[config.mk]
export PLATFORM = sky130hd
export DESIGN_NAME = adder_operand_loader
export DESIGN_NICKNAME = d
export VERILOG_FILES = /design/src/rtl/adder_pkg.sv /design/src/rtl/adder_operand_loader.sv
export SDC_FILE = /design/constraint.sdc
export NUM_CORES = 1
export LEC_CHECK = 0
export CELL_PAD_IN_SITES_DETAIL_PLACEMENT = 1
export CELL_PAD_IN_SITES_GLOBAL_PLACEMENT = 2
export CORE_MARGIN = 3
export CORE_UTILIZATION = 31
export DETAILED_ROUTE_END_ITERATION = 10
export GPL_ROUTABILITY_DRIVEN = 0
export MAX_ROUTING_LAYER = met4
export PLACE_DENSITY = 0.86
export SYNTH_ARGS = -nofsm -noshare
export SYNTH_HDL_FRONTEND = slang
export SYNTH_SLANG_ARGS = --single-unit
[constraint.sdc]
create_clock -name clk -period 3.2 [get_ports clk]
set_input_delay 0.64 -clock clk [delete_from_list [all_inputs] [get_ports clk]]
set_output_delay 0.64 -clock clk [all_outputs]
set_load 0.005 [all_outputs]
[src/rtl/adder_pkg.sv]
// Shared definitions for the simple_adder datapath stages (operand loader and result side).
package adder_pkg;

  localparam int ADDER_W  = 256;
  localparam int ADDER_BW = 32;

  localparam logic [1:0] ST_LOAD_A = 2'd0;
  localparam logic [1:0] ST_LOAD_B = 2'd1;
  localparam logic [1:0] ST_HOLD   = 2'd2;

  typedef enum logic [1:0] {
    S_LOAD_A = ST_LOAD_A,
    S_LOAD_B = ST_LOAD_B,
    S_HOLD   = ST_HOLD
  } loader_state_e;

  // Beat counter width; a single-beat operand still needs a 1-bit counter.
  function automatic int cnt_width(input int nbeats);
    return (nbeats > 1) ? $clog2(nbeats) : 1;
  endfunction

endpackage

[src/rtl/adder_operand_loader.sv]
// Stages two W-bit operands and a carry-in from a BW-bit valid/ready beat stream
// and holds them with op_valid until the adder accepts them.
module adder_operand_loader
  import adder_pkg::*;
#(
  parameter int W  = ADDER_W,
  parameter int BW = ADDER_BW
) (
  input  logic          clk,
  input  logic          rst,
  input  logic [BW-1:0] in_data,
  input  logic          in_cin,
  input  logic          in_valid,
  output logic          in_ready,
  output logic [W-1:0]  a,
  output logic [W-1:0]  b,
  output logic          cin,
  output logic          op_valid,
  input  logic          op_ready
);

  localparam int NBEATS = W / BW;
  localparam int CW     = cnt_width(NBEATS);
  localparam logic [CW-1:0] LAST_CNT = CW'(NBEATS - 1);

  if ((W % BW) != 0) begin : g_bad_width
    $error("adder_operand_loader: W must be an integer multiple of BW");
  end

  loader_state_e state_r;
  logic [CW-1:0] cnt_r;
  logic [W-1:0]  a_r;
  logic [W-1:0]  b_r;
  logic          cin_r;
  logic          in_ready_s;
  logic          op_valid_s;

  // FSM, beat counter and operand slice writes; in LOAD_* in_ready is 1, so in_valid alone accepts.
  always_ff @(posedge clk) begin
    if (rst) begin
      state_r <= S_LOAD_A;
      cnt_r   <= '0;
      a_r     <= '0;
      b_r     <= '0;
      cin_r   <= 1'b0;
    end else begin
      case (state_r)
        S_LOAD_A: begin
          if (in_valid) begin
            a_r[int'(cnt_r) * BW +: BW] <= in_data;
            if (cnt_r == LAST_CNT) begin
              cnt_r   <= '0;
              state_r <= S_LOAD_B;
            end else begin
              cnt_r <= cnt_r + CW'(1);
            end
          end
        end
        S_LOAD_B: begin
          if (in_valid) begin
            b_r[int'(cnt_r) * BW +: BW] <= in_data;
            if (cnt_r == LAST_CNT) begin
              cin_r   <= in_cin;
              cnt_r   <= '0;
              state_r <= S_HOLD;
            end else begin
              cnt_r <= cnt_r + CW'(1);
            end
          end
        end
        S_HOLD: begin
          if (op_ready) begin
            state_r <= S_LOAD_A;
          end
        end
        default: begin
          state_r <= S_LOAD_A;
          cnt_r   <= '0;
        end
      endcase
    end
  end

  // Handshake flags decode from state only, forced low while reset is held.
  always_comb begin
    in_ready_s = 1'b0;
    op_valid_s = 1'b0;
    if (rst) begin
      in_ready_s = 1'b0;
      op_valid_s = 1'b0;
    end else begin
      case (state_r)
        S_LOAD_A: in_ready_s = 1'b1;
        S_LOAD_B: in_ready_s = 1'b1;
        S_HOLD:   op_valid_s = 1'b1;
        default: begin
          in_ready_s = 1'b0;
          op_valid_s = 1'b0;
        end
      endcase
    end
  end

  assign in_ready = in_ready_s;
  assign op_valid = op_valid_s;
  assign a        = a_r;
  assign b        = b_r;
  assign cin      = cin_r;

endmodule

==> flow_summary.toml, run 1 <==
[drt]
ant_nets = 0
dr.pass1.iters = 5
wirelength_mm = 85.9
wire_per_inst_um = 24.6
vias_per_cell = 4.79
drtIter0Drc = 909
drc = 0
num_vias = 16763

[clocking]
cts_max_path_buffers = 3
htreeDepth = 2
postCtsSetupRepairBufs = 0
cts_buffers = 58
cts_resized = 0
path_clk_slew_ns = 0.06
cts_root_buf = "clkbuf_16"
cts.sinks = 518
clkLatencyLatePin_ns = 0.61
ctsHoldBuffers = 0
cts_tree = "done"

[grt]
first_global_vias = 18161
track_usage_pct = 23.6
grt_pass1_wl_mm = 125
grt_antenna_before_repair = 10
grt_remaining_overflow = 0
grt_max_degree = 232

[final_layout]
area_growth_syn_to_layout_pct = 38.7
seq_area_um2 = 10400
final_cell_mix = "550 x clkdlybuf4s50_1, 545 x nand2b_1, 518 x dfxtp_1"
utilization_pct = 43.5
n_fill_cell = 7460
final_common_cell = "clkdlybuf4s50_1"
drive_above_1_share_pct = 7.19
multi_input_area_um2 = 10300
fin_nets = 2558

[logic_synthesis]
yosysUniqueCellTypes = 37
synthCells = 1994
synth-async-reset-ratio_pct = 0
ys_ff_latch = 518
syn_area_um2 = 21600
synthFlopType = "dfxtp_1"
synth-simple-area-share_pct = 23.0
yosysSeqAreaShare_pct = 48.1
avgSynthCellArea_um2 = 10.8
synth_compound_area_share_pct = 0.203
synth_warnings = 0
synth_edf_count = 0
yosys.area_share.adder_pct = 0.406
synth_mux_area_share_pct = 23.8
synthXorXnorAreaFrac_pct = 0.0406
synth_top_family_by_area = "multiplexers"
syn_nets = 2038

[placed_design]
pre_cts_slack_ns = 0.424
post-dp-hpwl_mm = 60.1
place.port_buffers = 551

[status]
status = "finished, final reports clean"

[floorplan]
ios = 552
rows = 96
start_util_pct = 31.4
die_w_um = 270
die_h_um = 270
core_area_um2 = 68700
die_area_um2 = 72800

[setup_path]
startpoint_type = "flip-flop"
cp_slowest_cell = "clkdlybuf4s50_1"
cp.arrival_ns = 2.01
worstSetupPathType = "flip-flop to output pin"
path_max_fanout = 13
required_ns = 2.56
crit_chain = "nor3b_1, clkdlybuf4s50_1"
crit_buf_inv = 1
slowest_delay_ns = 0.59
crit_family = "buffers and inverters"
end_kind = "output pin"

[timing]
relSlewSlack_pct = 36.8
setup_tns_ns = 0
rsz0062_at_grt = "false"
hold_violations = 0
finalClockSkew_ns = 0.0127
worstMarginPinSlew_ns = 0.945
maxSlewViolCount = 0
setup_slack_ns = 0.552
fin_crit_ns = 2.65
max_freq_mhz = 378
setup_viol = 0
post-route-period-util_pct = 82.8

[flow_run]
max-cap-violations = 0

[hold_path]
hold_class = "input pin to flip-flop"

[power]
power_density_nw_per_um2 = 485
ir_worst_vdd_uv = 583
p_leak_uw = 0.0132
-- metrics by stage --
step / instances / instance area (um2) / hold slack, ns / total power [uW]
after floorplan: 1994 / 21600 / 0.453 / 7130
after global placement: 3385 / 27900 / 0.451 / 7570
after detailed placement: 3385 / 27900 / 0.464 / 7580
after CTS: 3490 / 29900 / 0.365 / 14700
after global routing: 3494 / 29900 / 0.401 / 15000
final: 3499 / 29900 / 0.414 / 14500
-- where the power goes --
group	leakage (uW)	internal [uW]	switching (uW)
clock network	0.000985	4280	2770
logic	0.00809	350	587
registers	0.00417	6480	19.8
-- per-layer routing --
metal / GRT usage [%] / wire length [um] / vias up
met5: - / 0 / -
li1: - / - / 7749
met2: 37.5 / 39700 / 542
met4: 9.65 / 3830 / 0
met1: 28.3 / 36400 / 8319
met3: 6.44 / 6000 / 153
-- path summary, 6_finish.rpt --
path / from / end / slack [ns] / cells past startpoint
setup reg to reg: cnt_r[1] / a[208] / 0.55 / 7
hold reg to reg: cin / cin / 0.47 / 2
setup / recovery: state_r[1] / op_valid / 0.55 / 2
hold / removal: rst / cnt_r[2] / 0.41 / 2
-- registers in the layout, indices dropped and copies added, names as in the netlist --
register / flops
a: 256
b: 256
cin: 1
cnt_r: 3
state_r: 2
-- synthesized netlist by cell type, types with 7 or more instances --
library cell	number	share of area, %
nand2b_1	545	16
dfxtp_1	518	48
mux2i_1	513	24
nand3_1	93	2.2
clkbuf_1	85	1.5
buf_6	41	2.1
nand2_1	38	0.66
nor2b_1	36	1.0
nand4_1	34	0.99
buf_2	23	0.53
nor2_1	8	0.14
ha_1	7	0.41
nand4_4	7	0.69
-- area by class of cell --
type                       instances  area share [%]
antenna                            9          0.0753
clock buffer                      81            5.48
clock inverter                    24            1.21
inverter                           4          0.0502
multi-input combinational       1316            34.4
sequential                       518            34.7
tap                              931            3.89
timing repair buffer             616            20.3
-- logic make-up after synthesis --
group                    count (synthesis)
AND/OR/NAND/NOR                        788
multiplexers                           513
XOR/XNOR                                 1
buffers and inverters                  160
AO/OA/AOI/OAI                            7
flip-flops                             518
adder cells (fa/ha/maj)                  7
Note: power is estimated with default switching activity, not from simulation.
==> inputs of run 2 (changes only) <==
Settings changed: CORE_UTILIZATION 31 to 28, PLACE_DENSITY 0.86 to 0.83.
Clock period 3.2 ns to 2.4 ns, I/O delays scaled along.
==> flow_summary.toml, run 2 (synthesis results as in run 1) <==
[grt]
grt_antenna_before_repair = 15
track_usage_pct = 21.8
grt_pass1_wl_mm = 128
first_global_vias = 18173
grt_max_degree = 152
grt_remaining_overflow = 0

[setup_path]
crit_family = "buffers and inverters"
slowest_delay_ns = 0.48
required_ns = 2.93
end_kind = "flip-flop"
cp.arrival_ns = 2.72
crit_buf_inv = 3
path_max_fanout = 16
worstSetupPathType = "flip-flop to flip-flop"
crit_top_cell = "buf_4"
cp_slowest_cell = "dfxtp_1"
crit_chain = "inv_1, ha_1, buf_4, nor4b_4, buf_4, nand2_1, mux2i_1"
startpoint_type = "flip-flop"

[placed_design]
post-dp-hpwl_mm = 61.2
place.port_buffers = 551
dpl.cell_count = 3502
placed_cell_area_um2 = 28500
pre_cts_slack_ns = 0.0488

[flow_run]
max-cap-violations = 0

[clocking]
cts_tree = "done"
cts_root_buf = "clkbuf_16"
cts.sinks = 518
clkLatencyLatePin_ns = 0.61
htreeDepth = 2
postCtsSetupRepairBufs = 0
cts_buffers = 58
cts_resized = 3
path_clk_slew_ns = 0.07
ctsHoldBuffers = 0
cts_max_path_buffers = 3

[floorplan]
die_h_um = 284
die_area_um2 = 80400
start_util_pct = 28.3
rows = 101
core_area_um2 = 76100
die_w_um = 284
ios = 552

[final_layout]
stdcell_count = 3611
drive_above_1_share_pct = 7.92
area_growth_syn_to_layout_pct = 41.0
final_cell_mix = "549 x clkdlybuf4s50_1, 545 x nand2b_1, 517 x dfxtp_1"
finish.instance_area_um2 = 30400
final_common_cell = "clkdlybuf4s50_1"
n_fill_cell = 8300
fin_nets = 2576

[timing]
setup_tns_ns = 0
hold_violations = 0
post-route-period-util_pct = 91.2
relSlewSlack_pct = 52.9
max_freq_mhz = 457
setup_slack_ns = 0.211
rsz0062_at_grt = "false"
fin_crit_ns = 2.19
finalClockSkew_ns = 0.0213
worstMarginPinSlew_ns = 0.705
setup_viol = 0
maxSlewViolCount = 0

[power]
p_leak_uw = 0.0134
power_density_nw_per_um2 = 624
p_total_uw = 19000
ir_worst_vdd_uv = 480

[hold_path]
hold_class = "input pin to flip-flop"

[drt]
drtIter0Drc = 875
wire_per_inst_um = 24.4
dr.pass1.iters = 4
ant_nets = 0
vias_per_cell = 4.65
wirelength_mm = 88.1
num_vias = 16776
drc = 0

[status]
status = "finished, final reports clean"
run 2: changes by cell type in the layout (fill, tap and decap cells not counted), moves of 3 or more:
cell,delta
buf_12,+28
buf_4,-10
bufinv_16,-6
clkbuf_1,-3
clkbuf_8,+6
diode_2,-3
run 2: metal layers:
| metal | vias to the layer above | share of wire [%] | GRT usage, % |
|---|---|---|---|
| met4 | 0 | 4.1 | 8.09 |
| met3 | 137 | 6.4 | 5.90 |
| met1 | 8373 | 44 | 26.4 |
| met2 | 485 | 46 | 34.7 |
| met5 | - | 0 | - |
| li1 | 7781 | - | - |
run 2: final cells by class:
type | instances | area [um2] | area share [%]
Antenna cell | 6 | 15.0 | 0.0494
Clock buffer | 84 | 1710 | 5.62
Clock inverter | 19 | 186 | 0.613
Inverter | 4 | 15.0 | 0.0494
Multi-Input combinational cell | 1316 | 10300 | 33.8
Sequential cell | 518 | 10400 | 34.1
Tap cell | 1030 | 1290 | 4.24
Timing Repair Buffer | 634 | 6540 | 21.5
run 2: power by group:
group          total (uW)  internal (uW)  switching, uW
logic                1330            525            807
registers            8660           8640           23.9
clock network        8980           5240           3740
total               19000          14400           4570
run 2: worst paths after layout:
path	from	to	slack, ns	cells past startpoint
setup reg to reg	cnt_r[2]	a[65]	0.21	7
hold / removal	rst	b[182]	0.33	3
setup / recovery	cnt_r[2]	a[65]	0.21	7
hold reg to reg	a[239]	a[239]	0.47	2
run 2: worst min-delay path: stages:
cell	delay, ns
buf_8	0.19
nand2b_1	0.13
mux2i_1	0.05
run 2: through the flow:
step | util [%] | hold WS [ns]
2_1_floorplan | - | 0.453
3_3_place_gp | 37.5 | 0.452
3_5_place_dp | 37.5 | 0.462
4_1_cts | 40.0 | 0.288
5_1_grt | 40.0 | 0.326
6_report | 40.0 | 0.327
==> inputs of run 3 (changes only) <==
Settings changed: SKIP_CTS_REPAIR_TIMING set to 1.
==> flow_summary.toml, run 3 (synthesis results as in run 1) <==
[final_layout]
area_growth_syn_to_layout_pct = 41.1
final_cell_mix = "549 x clkdlybuf4s50_1, 545 x nand2b_1, 517 x dfxtp_1"
drive_above_1_share_pct = 7.96
n_fill_cell = 8300
fin_nets = 2576
utilization_pct = 40.0
final_common_cell = "clkdlybuf4s50_1"

[timing]
post-route-period-util_pct = 90.8
hold_violations = 0
finalClockSkew_ns = 0.0194
rsz0062_at_grt = "false"
relSlewSlack_pct = 53.0
fin_crit_ns = 2.18
whs_ns = 0.342
setup_viol = 0
worstMarginPinSlew_ns = 0.702
max_freq_mhz = 459
maxSlewViolCount = 0
setup_slack_ns = 0.221

[drt]
wire_per_inst_um = 24.4
num_vias = 16756
wirelength_mm = 88.0
drtIter0Drc = 865
dr.pass1.iters = 4
vias_per_cell = 4.64
drc = 0
ant_nets = 0

[setup_path]
worstSetupPathType = "flip-flop to flip-flop"
startpoint_type = "flip-flop"
required_ns = 2.93
r2r-start = "cnt_r[2]"
end_kind = "flip-flop"
cp-startpoint = "cnt_r[2]"
path_max_fanout = 16
cp.arrival_ns = 2.71

[floorplan]
die_area_um2 = 80400
die_h_um = 284
start_util_pct = 28.3
ios = 552
core_area_um2 = 76100
rows = 101
die_w_um = 284

[grt]
grt_remaining_overflow = 0
track_usage_pct = 21.8
grt_antenna_before_repair = 15
first_global_vias = 18173
grt_max_degree = 152
grt_pass1_wl_mm = 128

[clocking]
clkLatencyLatePin_ns = 0.61
cts_root_buf = "clkbuf_16"
cts.sinks = 518
cts_buffers = 58
path_clk_slew_ns = 0.07
cts_tree = "done"
cts_max_path_buffers = 3
htreeDepth = 2

[status]
status = "finished, final reports clean"

[hold_path]
min_from = "rst"
hold_class = "input pin to flip-flop"

[placed_design]
post-dp-hpwl_mm = 61.2
place.port_buffers = 551
pre_cts_slack_ns = 0.0488

[power]
ir_worst_vdd_uv = 477
p_leak_uw = 0.0135
power_density_nw_per_um2 = 623

[flow_run]
max-cap-violations = 0
-- run 3: final timing paths --
check,end,slack (ns),depth (start not counted)
setup / recovery,a[65],0.22,7
hold / removal,b[182],0.34,3
setup reg to reg,a[65],0.22,7
hold reg to reg,a[239],0.47,2
-- run 3: stage by stage --
step           instance area [um2]  total power [uW]  std cells  TNS, ns
2_1_floorplan                21600              9500       1994        0
3_3_place_gp                 28500             10200       3502        0
3_5_place_dp                 28500             10200       3502        0
4_1_cts                      30400             19200       3605   -0.193
5_1_grt                      30400             19600       3609        0
6_report                     30400             19000       3611        0
-- run 3: report_power, final --
group          switching [uW]  leakage [uW]  internal [uW]
registers                23.9       0.00417           8640
clock network            3740      0.000940           5240
logic                     805       0.00835            525
total                    4570        0.0135          14400
-- run 3: cell type report --
cell class	instances	area, um2	area share [%]
clock inverter	19	186	0.613
sequential	518	10400	34.1
tap	1030	1290	4.24
clock buffer	84	1710	5.62
inverter	4	15.0	0.0494
multi-input combinational	1316	10300	33.8
antenna	6	15.0	0.0494
timing repair buffer	634	6550	21.5
-- run 3: metal layers --
layer	vias up	wire length, um	global-route usage [%]
met5	-	0	-
met4	0	3570	8.09
met3	137	5720	5.90
met2	505	40400	34.7
met1	8338	38300	26.4
li1	7776	-	-
-- run 3: critical path, stage by stage, from the launching register on --
cell     delay (ns)
dfxtp_1        0.48
inv_1          0.13
ha_1           0.24
buf_4          0.18
nor4b_4        0.25
buf_4          0.33
nand2_1        0.28
mux2i_1        0.21
